==> src/rtl/spi_pkg.sv <==
// Shared SPI definitions: frame states and CPOL/CPHA decode.
// Used by both spi_slave and spi_master.
package spi_pkg;

  typedef enum logic [1:0] {
    IDLE       = 2'd0,
    SHIFT      = 2'd1,
    WAIT_DESEL = 2'd2
  } spi_state_e;

  localparam int CPOL_BIT = 1;
  localparam int CPHA_BIT = 0;

  function automatic logic mode_cpol(
    input logic [1:0] m
  );
    return m[CPOL_BIT];
  endfunction

  function automatic logic mode_cpha(
    input logic [1:0] m
  );
    return m[CPHA_BIT];
  endfunction

endpackage

==> src/rtl/spi_sync_edge.sv <==
// Two-flop synchronizer with a third copy for edge detection.
// Resets to the line's idle level so no false edge follows reset.
module spi_sync_edge #(
  parameter logic IDLE_LVL = 1'b0
) (
  input  logic clk,
  input  logic rst_n,
  input  logic i_async,
  output logic o_sync,
  output logic o_rise,
  output logic o_fall
);

  logic r_meta;
  logic r_sync;
  logic r_prev;

  always_ff @(posedge clk) begin
    if (!rst_n) begin
      r_meta <= IDLE_LVL;
      r_sync <= IDLE_LVL;
      r_prev <= IDLE_LVL;
    end else begin
      r_meta <= i_async;
      r_sync <= r_meta;
      r_prev <= r_sync;
    end
  end

  assign o_sync = r_sync;
  assign o_rise = r_sync & ~r_prev;
  assign o_fall = ~r_sync & r_prev;

endmodule

==> src/rtl/spi_slave.sv <==
// SPI slave: oversampled sclk/ss_n, configurable mode and width,
// rx word buffer with valid/ack, tx holding register.
module spi_slave
  import spi_pkg::*;
#(
  parameter int MODE       = 3,
  parameter int DATA_WIDTH = 32
) (
  input  logic                  clk,
  input  logic                  rst_n,
  input  logic                  sclk,
  input  logic                  ss_n,
  input  logic                  mosi,
  output logic                  miso,
  output logic                  miso_oe,
  input  logic [DATA_WIDTH-1:0] tx_data,
  input  logic                  tx_load,
  output logic [DATA_WIDTH-1:0] rx_data,
  output logic                  rx_valid,
  input  logic                  rx_ack,
  output logic                  busy,
  output logic                  irq,
  output logic                  overrun,
  output logic                  frame_err
);

  localparam int DW = DATA_WIDTH;
  localparam int CW = $clog2(DW);
  localparam logic CPOL = mode_cpol(2'(MODE));
  localparam logic CPHA = mode_cpha(2'(MODE));
  localparam logic [CW-1:0] LAST = CW'(DW - 1);

  logic w_unused_sclk;
  logic w_sclk_rise, w_sclk_fall;
  logic w_ss_sync, w_ss_rise, w_ss_fall;
  logic w_lead, w_trail, w_samp, w_shft;
  logic w_mosi;
  logic w_start, w_done, w_abort;

  spi_state_e r_state, w_next;

  logic          r_mosi_meta, r_mosi_sync;
  logic [1:0]    r_age;
  logic          r_armed;
  logic [DW-1:0] r_hold, r_shift, r_rx_data;
  logic [DW-2:0] r_rx;
  logic [CW-1:0] r_cnt;
  logic          r_rx_valid, r_irq, r_ovr, r_ferr;

  spi_sync_edge #(.IDLE_LVL(CPOL)) u_sclk (
    .clk    (clk),
    .rst_n  (rst_n),
    .i_async(sclk),
    .o_sync (w_unused_sclk),
    .o_rise (w_sclk_rise),
    .o_fall (w_sclk_fall)
  );

  spi_sync_edge #(.IDLE_LVL(1'b1)) u_ss (
    .clk    (clk),
    .rst_n  (rst_n),
    .i_async(ss_n),
    .o_sync (w_ss_sync),
    .o_rise (w_ss_rise),
    .o_fall (w_ss_fall)
  );

  always_ff @(posedge clk) begin
    if (!rst_n) begin
      r_mosi_meta <= 1'b0;
      r_mosi_sync <= 1'b0;
    end else begin
      r_mosi_meta <= mosi;
      r_mosi_sync <= r_mosi_meta;
    end
  end

  assign w_mosi  = r_mosi_sync;
  assign w_lead  = CPOL ? w_sclk_fall : w_sclk_rise;
  assign w_trail = CPOL ? w_sclk_rise : w_sclk_fall;
  assign w_samp  = CPHA ? w_trail : w_lead;
  assign w_shft  = CPHA ? w_lead : w_trail;

  // Arm only once a real (post-reset) ss_n high has been synchronized.
  always_ff @(posedge clk) begin
    if (!rst_n) begin
      r_age   <= 2'd0;
      r_armed <= 1'b0;
    end else begin
      if (!r_age[1]) r_age <= r_age + 2'd1;
      if (r_age[1] && w_ss_sync) r_armed <= 1'b1;
    end
  end

  always_ff @(posedge clk) begin
    if (!rst_n) r_state <= IDLE;
    else        r_state <= w_next;
  end

  always_comb begin
    w_next  = r_state;
    w_start = 1'b0;
    w_done  = 1'b0;
    w_abort = 1'b0;
    unique case (r_state)
      IDLE: begin
        if (w_ss_fall && r_armed) begin
          w_next  = SHIFT;
          w_start = 1'b1;
        end
      end
      SHIFT: begin
        if (w_ss_rise) begin
          w_next  = IDLE;
          w_abort = 1'b1;
        end else if (w_samp && r_cnt == LAST) begin
          w_next = WAIT_DESEL;
          w_done = 1'b1;
        end
      end
      WAIT_DESEL: begin
        if (w_ss_rise) w_next = IDLE;
      end
      default: w_next = IDLE;
    endcase
  end

  always_ff @(posedge clk) begin
    if (!rst_n) begin
      r_hold     <= '0;
      r_shift    <= '0;
      r_rx       <= '0;
      r_cnt      <= '0;
      r_rx_data  <= '0;
      r_rx_valid <= 1'b0;
      r_irq      <= 1'b0;
      r_ovr      <= 1'b0;
      r_ferr     <= 1'b0;
    end else begin
      r_irq  <= w_done;
      r_ovr  <= w_done && r_rx_valid && !rx_ack;
      r_ferr <= w_abort;
      if (tx_load) r_hold <= tx_data;
      if (w_start) begin
        r_shift <= r_hold;
        r_cnt   <= '0;
      end else if (r_state == SHIFT && !w_ss_rise) begin
        if (w_samp) begin
          r_rx  <= {r_rx[DW-3:0], w_mosi};
          r_cnt <= r_cnt + CW'(1);
        end
        // CPHA=1: first leading edge presents the preloaded MSB.
        if (w_shft && (!CPHA || r_cnt != '0))
          r_shift <= {r_shift[DW-2:0], 1'b0};
      end
      if (w_done) begin
        r_rx_data  <= {r_rx, w_mosi};
        r_rx_valid <= 1'b1;
      end else if (rx_ack) begin
        r_rx_valid <= 1'b0;
      end
    end
  end

  assign miso_oe   = !w_ss_sync && (r_state != IDLE);
  assign miso      = miso_oe & r_shift[DW-1];
  assign busy      = (r_state != IDLE);
  assign rx_data   = r_rx_data;
  assign rx_valid  = r_rx_valid;
  assign irq       = r_irq;
  assign overrun   = r_ovr;
  assign frame_err = r_ferr;

endmodule

==> config.mk <==
export PLATFORM = sky130hd
export DESIGN_NAME = spi_slave
export DESIGN_NICKNAME = d
export VERILOG_FILES = /design/src/rtl/spi_pkg.sv /design/src/rtl/spi_sync_edge.sv /design/src/rtl/spi_slave.sv
export SDC_FILE = /design/constraint.sdc
export NUM_CORES = 1
export LEC_CHECK = 0
export BUFFER_PORTS_ARGS = -buffer_cell sky130_fd_sc_hd__buf_2
export CAP_MARGIN = 10
export CORE_MARGIN = 10
export CORE_UTILIZATION = 61
export CTS_BUF_LIST = sky130_fd_sc_hd__clkbuf_16
export CTS_CLUSTER_DIAMETER = 60
export DETAILED_ROUTE_END_ITERATION = 10
export PLACE_DENSITY = 0.84
export SLEW_MARGIN = 20
export SYNTH_ARGS = -nofsm -noshare
export SYNTH_HDL_FRONTEND = slang
export SYNTH_SLANG_ARGS = --single-unit
==> constraint.sdc <==
create_clock -name clk -period 4 [get_ports clk]
set_input_delay 0.2 -clock clk [delete_from_list [all_inputs] [get_ports clk]]
set_output_delay 0.2 -clock clk [all_outputs]
set_load 0.03 [all_outputs]
Word level (Yosys, flattened, before mapping)

Index checks and enable logic that the tools add are counted.

Bits in registers: 149

Equal/unequal tests: 6
Reduce and logical (&&, ||, !) cells: 23
Multiplexer cells: 17
Add/sub/neg operators: 2
Bitwise gates (word level): 11

Operators with widths:

| kind                  | count |
|---|---|
| $mux W32              | 3 |
| $mux W2               | 5 |
| $logic_and A1 B1 Y1   | 8 |
| $mux W1               | 8 |
| $reduce_bool A2 Y1    | 4 |
| $not A1 Y1            | 6 |
| $pmux W2 S3           | 1 |
| $reduce_and A2 Y1     | 3 |
| $reduce_and A3 Y1     | 2 |
| $add A5 B1 Y5 const B | 1 |
| $and A1 B1 Y1         | 5 |
| $eq A5 B5 Y1 const B  | 1 |
| $reduce_bool A5 Y1    | 1 |
| $ne A2 B2 Y1 const B  | 2 |
| $logic_not A1 Y1      | 3 |
| $ne A3 B3 Y1 const B  | 1 |
| $add A2 B1 Y2 const B | 1 |
| $eq A2 B1 Y1 const B  | 1 |
| $eq A2 B2 Y1 const B  | 1 |
| $logic_not A2 Y1      | 1 |
| $reduce_or A2 Y1      | 1 |

Longest topological paths before layout

Word-level depth: 8
Depth in mapped cells: 8
Gate-level depth less buffers: 6

Hierarchy

A second synthesis with hierarchy kept.

Cells, all modules: 655
Area total of the unflattened synthesis: 6173.4 µm²

By module, submodules not included:

| module        | area an instance (µm²) | cells each | instances |
|---|---|---|---|
| spi_slave     | 5990.7                 | 639        | 1 |
| spi_sync_edge | 91.3                   | 8          | 2 |

Least setup slack after synthesis

No wires, ideal clock.

Kind: register to register
From: register r_cnt[0]
To: register r_shift[10]
Clock period less this slack: 1718 ps
Setup time: 118 ps
Slack: 2282 ps
Arrival: 1600 ps
Cell stages (with the launch flop): 8
Path through: dfxtp_1 inv_1 ha_1 nor4b_1 nor4_4 buf_6 mux2i_1 o2bb2ai_1

Word-level cells in the longest chain between the ends: 4

Ends and longest elaborated chain:

| element                      | RTL line         | RTL |
|---|---|---|
| from (decl)                  | spi_slave.sv:47  | `logic [CW-1:0] r_cnt;` |
| from (signal assigned)       | spi_slave.sv:150 | `r_cnt <= r_cnt + CW'(1);` |
| $reduce_bool A5 Y1           | spi_slave.sv:153 | `if (w_shft && (!CPHA \|\| r_cnt != '0))` |
| $logic_and A1 B1 Y1          | spi_slave.sv:153 |  |
| $reduce_bool A2 Y1 (no line) | --               |  |
| $reduce_and A2 Y1 (no line)  | --               |  |
| to (signal assigned)         | spi_slave.sv:145 | `r_shift <= r_hold;` |
| to (signal assigned)         | spi_slave.sv:154 | `r_shift <= {r_shift[DW-2:0], 1'b0};` |
| to (decl)                    | spi_slave.sv:45  | `logic [DW-1:0] r_hold, r_shift, r_rx_data;` |

Every way passes these cells.
A chain may end at the register's enable or synchronous reset.

Worst setup path in the final report

From: register r_cnt[0]
To: register r_rx_data[20], in the netlist rx_data[20]

Word-level cells in the longest chain between the ends: 5

Ends and longest elaborated chain:

| element              | RTL line         | RTL |
|---|---|---|
| $eq A5 B5 Y1         | spi_slave.sv:116 | `end else if (w_samp && r_cnt == LAST) begin` |
| $logic_and A1 B1 Y1  | spi_slave.sv:116 |  |
| $mux W1              | spi_slave.sv:116 |  |
| $mux W1              | spi_slave.sv:113 | `if (w_ss_rise) begin` |
| $mux W1              | spi_slave.sv:105 | `unique case (r_state)` |
| to (signal assigned) | spi_slave.sv:157 | `r_rx_data <= {r_rx, w_mosi};` |
| to (decl)            | spi_slave.sv:45  |  |

Every way passes these cells.

==> impl_metrics.tcl <==
set metrics [dict create \
    antenna_found_initial 1 \
    final_util_pct 72.8 \
    grt_busiest_layer "met2" \
    fillers 653 \
    via_count 4109 \
    routabilityCongestion 0.763 \
    ant_nets 0 \
    drc 0 \
    clockRootBuffer "clkbuf_16" \
    grt_use_met3_pct 4.54 \
    synth_seq_area_share_pct 52.0 \
    cts-resized-gates 0 \
    worst_setup_path_end_kind "flip-flop" \
    outcome "completed" \
    grt_pass1_vias 4062 \
    period_needed_ns 2.20 \
    syn_to_final_growth_pct 16.7 \
    grt_use_met1_pct 20.9 \
    clock_path_buffers 2 \
    crit_type "flip-flop to flip-flop" \
    overflow 0 \
    cts.clk_slew.worst_paths_ns 0.06 \
    drtIter0Drc 277 \
    finClkSkew_ns 0.00999 \
    power_density_nw_per_um2 476 \
    dieWidth_microns 117 \
    grt_max_degree 114 \
    dp_hpwl_microns 7200 \
    nets 678 \
    synth.avg_cell_area_sq_um 10.0 \
    layout-drive-gt1-share_pct 18.8 \
    drv_slew 0 \
    setup_viol 0 \
    finalHoldViolations 0 \
    first_pass_iters 4 \
    mostFrequentLayoutCell "dfxtp_1" \
    ios 78 \
    relSlewSlack_pct 36.4 \
    die_area_sq_um 13700 \
    wl_per_cell_microns 14.9 \
    grt_first_pass_wirelength_microns 19200 \
    synth_cells 573 \
    worst_slew_pin_slew_ns 0.954 \
    cts_max_level 4 \
    numCtsBuffers 17 \
    synth_cell_types 41 \
    ys_ff_latch 149 \
    core_area_sq_um 9200 \
    io_buffers 77 \
    ys_warn_count 0 \
    worst_ep_required_time_ns 4.28 \
    grt_util_met2_pct 28.6 \
    die_height_microns 117 \
    synth_area_sq_um 5740 \
    core.rowCount 35 \
    p_leak_uw 0.00255 \
    wirelength_microns 11400 \
    maxCapViolCount 0 \
    synth_nets 615 \
    path_max_fanout 34 \
    setup_slack_ns 1.80 \
    clock-sinks 149 \
    place_area_sq_um 6070 \
    rsz0062_at_grt "false" \
    post-cts-setup-buffer-count 0 \
    power_uw 3190 \
    setup_tns_ns 0 \
    peakVddDrop_mv 0.284 \
    cts_tree "yes" \
    clock.fmax_ghz 0.454 \
    initial_core_util_pct 62.4 \
    holdCritPathClass "input port to flip-flop" \
    cp-start-kind "flip-flop" \
    dp_slack_ns 1.66 \
    vias_per_cell 5.40 \
    final_cell_mix "dfxtp_1, nand2_1, buf_2" \
    final_cell_area_sq_um 6700 \
    clock_insertion_delay_worst_skew_ns 0.42 \
    fin_crit_sh_pct 55.0 \
    grt_usage_pct 17.4 \
    cp.arrival_ns 2.48 \
]
## cells by family (layout without fill, tap and decap cells)
logic type / after synthesis / in the layout / share of synthesized area (%)
compound gates: 103 / 103 / 13.9
xor+xnor: 4 / 4 / 0.610
fa+ha+maj: 3 / 3 / 0.654
buf+inv: 42 / 118 / 4.01
flops: 149 / 149 / 52.0
mux: 63 / 63 / 11.0
other cells: 0 / 1 / 0
simple gates: 209 / 209 / 17.9
## critical path: stages, from the launching register on
cell and delay (ns):
dfxtp_1 0.40, ha_1 0.19, and3_1 0.17, ha_1 0.21, nand4_2 0.70, nand2_1 0.28
a21boi_0 0.12
## repair_timing
action	4_1_cts	5_1_grt
endpoints found under the setup margin	0	0
hold buffers	3	0
hold endpoints to repair	3	0
## state kept, by name (all words and copies together) (netlist names)
register	count
frame_err	1
irq	1
overrun	1
r_age	2
r_armed	1
r_cnt	5
r_hold	32
r_mosi_meta	1
r_mosi_sync	1
r_rx	31
r_shift	32
r_state	2
rx_data	32
rx_valid	1
u_sclk.o_sync	1
u_sclk.r_meta	1
u_sclk.r_prev	1
u_ss.o_sync	1
u_ss.r_meta	1
u_ss.r_prev	1
## cells in the mapped netlist (all sizes together)
cell type / n / area share, %
nand3: 2 / 0.17
nor2b: 35 / 3.9
xor2: 1 / 0.15
ha: 3 / 0.65
dfxtp: 149 / 52
a21oi: 5 / 0.44
and2b: 2 / 0.28
nor4b: 1 / 0.15
inv: 3 / 0.20
nor3: 2 / 0.37
nand3b: 3 / 0.39
mux2i: 63 / 11
nor4: 2 / 0.48
o21a: 1 / 0.13
a21boi: 66 / 8.6
nor3b: 1 / 0.13
xnor2: 3 / 0.46
nand4: 2 / 0.33
or3: 1 / 0.13
o2bb2ai: 31 / 4.7
and2: 6 / 0.65
and3: 2 / 0.22
nand2b: 11 / 1.4
clkbuf: 15 / 1.0
buf: 24 / 2.8
and4: 1 / 0.15
nor2: 6 / 0.39
nand2: 132 / 8.7
## per-stage QoR
step | hold WS [ns] | cells
2_1_floorplan | 0.301 | 573
4_1_cts | 0.0340 | 759
3_5_place_dp | 0.383 | 724
6_report | 0.0472 | 761
3_3_place_gp | 0.381 | 724
5_1_grt | 0.0447 | 761
## area by class of cell
class                   count  area [sq um]  share of cell area [%]
clock inverters            15           155                    2.32
repair buffers             83           445                    6.65
multi-input cells         382          2530                    37.9
diodes                      1          2.50                  0.0374
well taps                 111           139                    2.07
flip-flops and latches    149          2980                    44.5
inverters                   3          11.3                   0.168
clock buffers              17           425                    6.35
## final timing paths
kind	startpoint	end	slack, ns	cells past startpoint
setup / recovery	r_cnt[0]$_SDFFE_PP0P_	rx_data[20]$_SDFFE_PN0P_	1.80	6
hold / removal	tx_data[10]	r_hold[10]$_SDFFE_PN0P_	0.05	3
setup reg to reg	r_cnt[0]$_SDFFE_PP0P_	rx_data[20]$_SDFFE_PN0P_	1.80	6
hold reg to reg	u_ss.r_meta$_SDFF_PN1_	u_ss.o_sync$_SDFF_PN1_	0.41	1
## report_power, final
part / total, uW / switching, uW / internal, uW / leakage [uW]
registers: 1530 / 18.0 / 1510 / 0.00121
clock network: 1540 / 619 / 921 / 0.000279
logic: 116 / 55.1 / 60.8 / 0.00106
total: 3190 / 693 / 2500 / 0.00255
## per-layer routing
| layer | share of wire [%] | vias to the layer above |
|---|---|---|
| li1 | - | 2072 |
| met1 | 44 | 1935 |
| met2 | 49 | 83 |
| met3 | 4.9 | 19 |
| met4 | 1.9 | 0 |
| met5 | 0 | - |
(Power assumes the default switching activity.)
